$ cat config.mk
export PLATFORM = sky130hd
export DESIGN_NAME = pic_ack_sequencer
export DESIGN_NICKNAME = d
export VERILOG_FILES = /design/src/rtl/pic_ack_sequencer.sv
export SDC_FILE = /design/constraint.sdc
export NUM_CORES = 1
export LEC_CHECK = 0
export BUFFER_PORTS_ARGS = -buffer_cell sky130_fd_sc_hd__buf_2
export CORE_MARGIN = 2
export CORE_UTILIZATION = 51
export CTS_CLUSTER_DIAMETER = 80
export DETAILED_ROUTE_END_ITERATION = 10
export PLACE_DENSITY = 0.79
export SYNTH_ARGS = -nofsm -noshare
export SYNTH_HDL_FRONTEND = slang
export SYNTH_SLANG_ARGS = --single-unit
$ cat constraint.sdc
create_clock -name clk -period 2.3 [get_ports clk]
set_input_delay 0.345 -clock clk [delete_from_list [all_inputs] [get_ports clk]]
set_output_delay 0.345 -clock clk [all_outputs]
set_load 0.1 [all_outputs]
$ cat src/rtl/pic_ack_sequencer.sv
// Interrupt-acknowledge sequencer and in-service register for an 8-level 8259-style PIC.
// Converts a resolved priority level back into ISR set/clear actions, IRR clear pulses and the vector byte.
module pic_ack_sequencer (
    input  logic       clk,
    input  logic       rst_n,
    input  logic [7:0] irr,
    input  logic [4:0] icw2_base,
    input  logic       aeoi,
    input  logic       inta_n,
    input  logic       eoi_ns,
    input  logic       eoi_sp,
    input  logic [2:0] eoi_level,
    output logic       int_out,
    output logic [7:0] isr,
    output logic [7:0] clr_irr,
    output logic [7:0] data_out,
    output logic       data_oe
);

    // Handshake: inta_n is a level strobe synchronous to clk; each low pulse is one
    // acknowledge cycle, and only its sampled falling/rising edges advance the FSM.
    typedef enum logic [1:0] {
        IDLE = 2'd0,
        ACK1 = 2'd1,
        GAP  = 2'd2,
        ACK2 = 2'd3
    } state_t;

    state_t     state;
    logic       inta_prev;
    logic [2:0] level;
    logic       spurious;

    logic       fall;
    logic       rise;
    logic [2:0] winner;
    logic [3:0] cur_lvl;
    logic       req;
    logic [7:0] isr_low;
    logic [7:0] eoi_mask;
    logic [7:0] aeoi_mask;
    logic [7:0] set_mask;
    logic [7:0] isr_next;

    assign fall = inta_prev & ~inta_n;
    assign rise = ~inta_prev & inta_n;

    always_comb begin
        winner = 3'd0;
        for (int i = 7; i >= 0; i--) begin
            if (irr[i]) winner = i[2:0];
        end
        cur_lvl = 4'd8;
        for (int i = 7; i >= 0; i--) begin
            if (isr[i]) cur_lvl = i[3:0];
        end
    end

    assign req = (irr != 8'd0) && ({1'b0, winner} < cur_lvl);

    // Two's-complement trick isolates the lowest set (highest priority) ISR bit.
    assign isr_low = isr & (~isr + 8'd1);

    always_comb begin
        eoi_mask = 8'd0;
        if (eoi_sp)
            eoi_mask = 8'd1 << eoi_level;
        else if (eoi_ns)
            eoi_mask = isr_low;

        aeoi_mask = 8'd0;
        if (state == ACK2 && rise && aeoi && !spurious)
            aeoi_mask = 8'd1 << level;

        set_mask = 8'd0;
        if (state == IDLE && fall && int_out)
            set_mask = 8'd1 << winner;

        // Set is applied after clear so a same-bit collision leaves the bit set.
        isr_next = (isr & ~(eoi_mask | aeoi_mask)) | set_mask;
    end

    always_ff @(posedge clk) begin
        if (!rst_n) begin
            state     <= IDLE;
            inta_prev <= 1'b1;
            level     <= 3'd0;
            spurious  <= 1'b0;
            isr       <= 8'd0;
            int_out   <= 1'b0;
            clr_irr   <= 8'd0;
            data_out  <= 8'd0;
            data_oe   <= 1'b0;
        end else begin
            inta_prev <= inta_n;
            isr       <= isr_next;
            clr_irr   <= 8'd0;
            int_out   <= 1'b0;
            case (state)
                IDLE: begin
                    int_out <= req;
                    if (fall) begin
                        int_out <= 1'b0;
                        state   <= ACK1;
                        if (int_out) begin
                            level    <= winner;
                            spurious <= 1'b0;
                            clr_irr  <= 8'd1 << winner;
                        end else begin
                            level    <= 3'd7;
                            spurious <= 1'b1;
                        end
                    end
                end
                ACK1: begin
                    if (rise) state <= GAP;
                end
                GAP: begin
                    if (fall) begin
                        state    <= ACK2;
                        data_oe  <= 1'b1;
                        data_out <= {icw2_base, level};
                    end
                end
                ACK2: begin
                    if (rise) begin
                        state    <= IDLE;
                        data_oe  <= 1'b0;
                        data_out <= 8'd0;
                    end
                end
                default: state <= IDLE;
            endcase
        end
    end

endmodule

**Word level (Yosys, flattened, before mapping)**

Index checks and enable logic that the tools add are counted.

- Output and inout bits: 26
- Bits in registers: 33
- Logic and storage cells: 81
- Bits of input ports: 22

- Shift operators: 3
- Order comparisons: 1
- Add/subtract/negate cells: 1
- Mux-type cells: 33
- Reduce and logical (&&, ||, !) cells: 15
- Bitwise gates (word level): 12
- Eq/ne operators: 7

Operator list:

| operator | number |
|---|---|
| $mux 8 | 6 |
| $mux 4 | 8 |
| $mux 3 | 9 |
| $shl 1x3->8 const A | 3 |
| $and 8x8->8 | 2 |
| $not 8->8 | 2 |
| $or 8x8->8 | 2 |
| $pmux 8 s2 | 1 |
| $add 8x1->8 const B | 1 |
| $mux 2 | 4 |
| $ne 2x2->1 const B | 4 |
| $pmux 2 s4 | 1 |
| $reduce_and 4->1 | 2 |
| $reduce_bool 8->1 | 1 |
| $logic_and 1x1->1 | 6 |
| $eq 2x2->1 const B | 2 |
| $lt 3x4->1 | 1 |
| $not 1->1 | 4 |
| $mux 1 | 3 |
| $reduce_and 3->1 | 1 |
| $reduce_or 3->1 | 1 |
| $and 1x1->1 | 2 |
| $eq 2x1->1 const B | 1 |
| $logic_not 2->1 | 1 |
| other kinds (4) | 4 |

**Logic depth before layout (Yosys ltp)**

- Word-level depth: 11
- Depth in mapped cells: 7
- Depth with buffers taken out: 7

**Least setup slack after synthesis**

No wires, ideal clock.

- Path type: register to register
- From: reg isr[0]
- To: reg isr[7]
- Path slack: -27 ps
- Setup time: 141 ps
- Buffers on the path: 0
- Cell stages (with the launch flop): 6
- Clock period less this slack: 2327 ps
- Required time: 2159 ps
- Arrival time: 2186 ps
- Cell sequence: dfxtp_1 or4b_4 or3_4 or3_4 nor2_1 o22ai_1

- Cells in the longest elaborated chain, start to end: 9

RTL lines:

| item | RTL line | text |
|---|---|---|
| from (decl) | 14 | `output logic [7:0] isr,` |
| from (signal assigned) | 96 | `isr <= isr_next;` |
| $not 8->8 | 62 | `assign isr_low = isr & (~isr + 8'd1);` |
| $add 8x1->8 | 62 |  |
| $and 8x8->8 | 62 |  |
| $mux 8 | 68 | `else if (eoi_ns)` |
| $mux 8 | 66 | `if (eoi_sp)` |
| $or 8x8->8 | 80 | `isr_next = (isr & ~(eoi_mask \| aeoi_mask)) \| set_mask;` |
| $not 8->8 | 80 |  |
| $and 8x8->8 | 80 |  |
| $or 8x8->8 | 80 |  |

Every way passes these cells.
A chain may end at the register's enable or synchronous reset.

**Final worst setup path**

- From: reg isr[0]
- To: reg isr[6]

The elaborated chain is that of the path after synthesis.

==> metrics.txt <==
outcome finished clean; Post-synth ARST share 0; CTS tree built; clk_lat worst skew approximately 330 ps; Initial Util 0.543; CP required roughly 2500 ps; antenna violations before repair 0; Worst path top cell family by delay simple AND/OR/NAND/NOR gates; Crit path largest cell delay 550 ps; Comb power frac 0.346; DR WL met3 between 200 and 250 µm; I/O pin count between 40 and 50; P&R area growth vs syn 23.3%; P_int about 1100 µW; Cell Pwr Density around 840 mW/mm²; startpoint types register; TritonCTS sink count 33; number of global-route vias before repair between 1000 and 1500; Mean Syn Cell Area 8.92 µm²; port buffer count 47; row cnt 20; Worst Path Max Fanout 7; Syn Std Cell Area between 0.0015 and 0.002 mm²; Clock Skew roughly 11 ps; sequential power share 0.396; DR DRC count 0; Post-Place Cells between 200 and 300; GPL Wtd Cong 0.888; Slew Viols, Final 0; H-tree Lvls 2; setup TNS 0 ps; RSZ-0062 raised after global routing no; routed vias approximately 1600; EDFF count, synth 0; area occupied by registers between 600 and 700 µm²; Wirelength per Cell 12.5 µm; Max Fclk around 530 MHz; root buffer cell clkbuf_4; Critical Path Most Common Cell or3_4; Critical Path Sink Type register; GRT overflow 0; top layer in use met3; WP buf/inv 0; DPL Wire Length 2770 µm; post-CTS sizing 0; max-cap violation count 0; Setup Crit Path Kind register to register; Setup violations, final 0; number of DRC markers in iteration 0 52; final hold vios 0; # nets final between 200 and 300; DRT antenna net count 0; fillers 294; area of the multi-input gates approximately 1000 µm²; design area just over 0.002 mm²; Die Wd slightly above 60 µm; die area roughly 0.0038 mm²; slowest CP cell or4b_4; net switching power ~650 µW; Mapped Cells between 150 and 200; Rel. slew slack 0.643; WP data arrival about 2100 ps; Longest Clk Path Bufs 2; first-pass GRT wire length between 5000 and 6000 µm; Die H approximately 60 µm; Seq/Total Area, Yosys 0.392; Worst-Margin Slew approximately 530 ps; cells along the critical path or4b_4 -> or3_4 -> or3_4 -> o2111ai_2 -> o22ai_2; Post-CTS Hold Buffers 0; Setup Buffers After CTS 0; count of cell types in the netlist 44; Total Wirelength 3590 µm; largest net degree at the start of global routing 19; Peak supply drop about 0.47 mV; Syn Nets approximately 220; via/cell ratio 5.45; YS warnings 0; Sw Ratio 0.372; GR Util All Layers 0.208; Post-synth top flop dfxtp_1; Leak Pwr 0.000901 µW; FF+latch count, synth 33; WL met1 1700 µm; Pre-Repair DR Iteration Count 5; fin cells approximately 290; Tcrit/Tclk final 0.827; worst hold-check path type input pin to register; share of cells above drive strength 1 0.283; Core ar. between 0.003 and 0.004 mm²; DR WL met2 about 1700 µm; Worst-path clk slew roughly 100 ps; Final min period 1900 ps; CTS Buf Count 5; clock network fraction of design power 0.258; DP Area approximately 0.002 mm²; Diodes inserted 0
[path summary, 6_finish.rpt]
| check | start | slack, ps | endpoint | cells past startpoint |
|---|---|---|---|---|
| worst max-delay path | isr[0] | 400 | isr[6] | 5 |
| worst max register to register | isr[0] | 400 | isr[6] | 5 |
| worst min-delay path | inta_n | 240 | inta_prev | 2 |
| worst min register to register | int_out | 500 | level[0] | 1 |
[power groups by stage]
stage | Sequential (µW) | Combinational, µW | Clock [µW]
floorplan | 878 | 295 | 0
global placement | 700 | 583 | 0
detailed placement | 701 | 597 | 0
CTS | 688 | 601 | 455
global route | 698 | 652 | 488
finish | 688 | 600 | 448
[cell families (layout without fill, tap and decap cells)]
| logic type | Yosys count | count (layout) | synth area share |
|---|---|---|---|
| simple gates | 86 | 86 | 0.278 |
| flops | 33 | 33 | 0.392 |
| buf+inv | 11 | 66 | 0.0245 |
| fa+ha+maj | 7 | 7 | 0.0520 |
| compound gates | 43 | 43 | 0.200 |
| mux | 9 | 9 | 0.0535 |
[per-layer routing]
layer / up-vias / track usage
li1: 804 / -
met1: 711 / 0.294
met2: 54 / 0.319
met3: 0 / 0.0546
met4: 0 / 0.0456
met5: - / 0
[stage by stage]
step	util	hold WS (ps)	total power [µW]	setup slack, ps
3_5_place_dp	0.642	490	1300	319
6_report	0.670	238	1740	399
4_1_cts	0.670	238	1740	401
2_1_floorplan	-	418	1170	223
3_3_place_gp	0.642	479	1280	342
5_1_grt	0.670	244	1840	352
[cells in the mapped netlist, types with 2 or more instances]
cell       instances  area [µm²]
o21ai_1            4        20.0
o211a_1            2        20.0
a31oi_1            2        12.5
ha_1               7        87.6
nor4_1             3        18.8
nand2_1           11        41.3
a211oi_1           2        15.0
mux2i_1            9        90.1
nor3_1             5        25.0
o22ai_1            5        31.3
nand4_1            2        12.5
nand2b_1           8        50.1
o2111ai_1          5        43.8
nor2_1            22        82.6
nor2b_1           20         125
nand3b_1           2        15.0
nand3_1            5        25.0
o21ai_0            4        20.0
inv_1              6        22.5
or3_4              2        22.5
dfxtp_1           33         661
o211ai_1           3        22.5
clkbuf_1           4        15.0
a21oi_1            2        10.0
and2_1             2        12.5
[final cells by class]
class,count,area share
clock buffer,7,0.0265
tap,44,0.0265
sequential,33,0.319
timing repair buffer,51,0.128
multi-input combinational,145,0.473
clock inverter,1,0.0144
inverter,7,0.0126
[cells in the final DEF, fill, tap and decap left out, types with 2 or more instances in the layout]
master,instances
o21ai_1,4
nor4_1,3
o22ai_1,5
inv_1,6
buf_2,47
dfxtp_2,2
clkbuf_4,5
mux2i_1,9
ha_1,7
nor3_1,5
nor2_1,22
a21oi_1,2
o2111ai_1,5
nand3_1,5
nand2b_1,8
a31oi_1,2
buf_4,4
o211a_1,2
o21ai_0,4
nand3b_1,2
nor2b_1,20
o211ai_1,3
and2_1,2
nand2_1,11
or3_4,2
dfxtp_1,31
nand4_1,2
a211oi_1,2
[flip-flops by register name, summed over array words and instances, names as in the netlist, 2 cells and up]
register / cells
clr_irr: 8
data_out: 8
isr: 8
level: 3
state: 2
(Power assumes the default switching activity.)
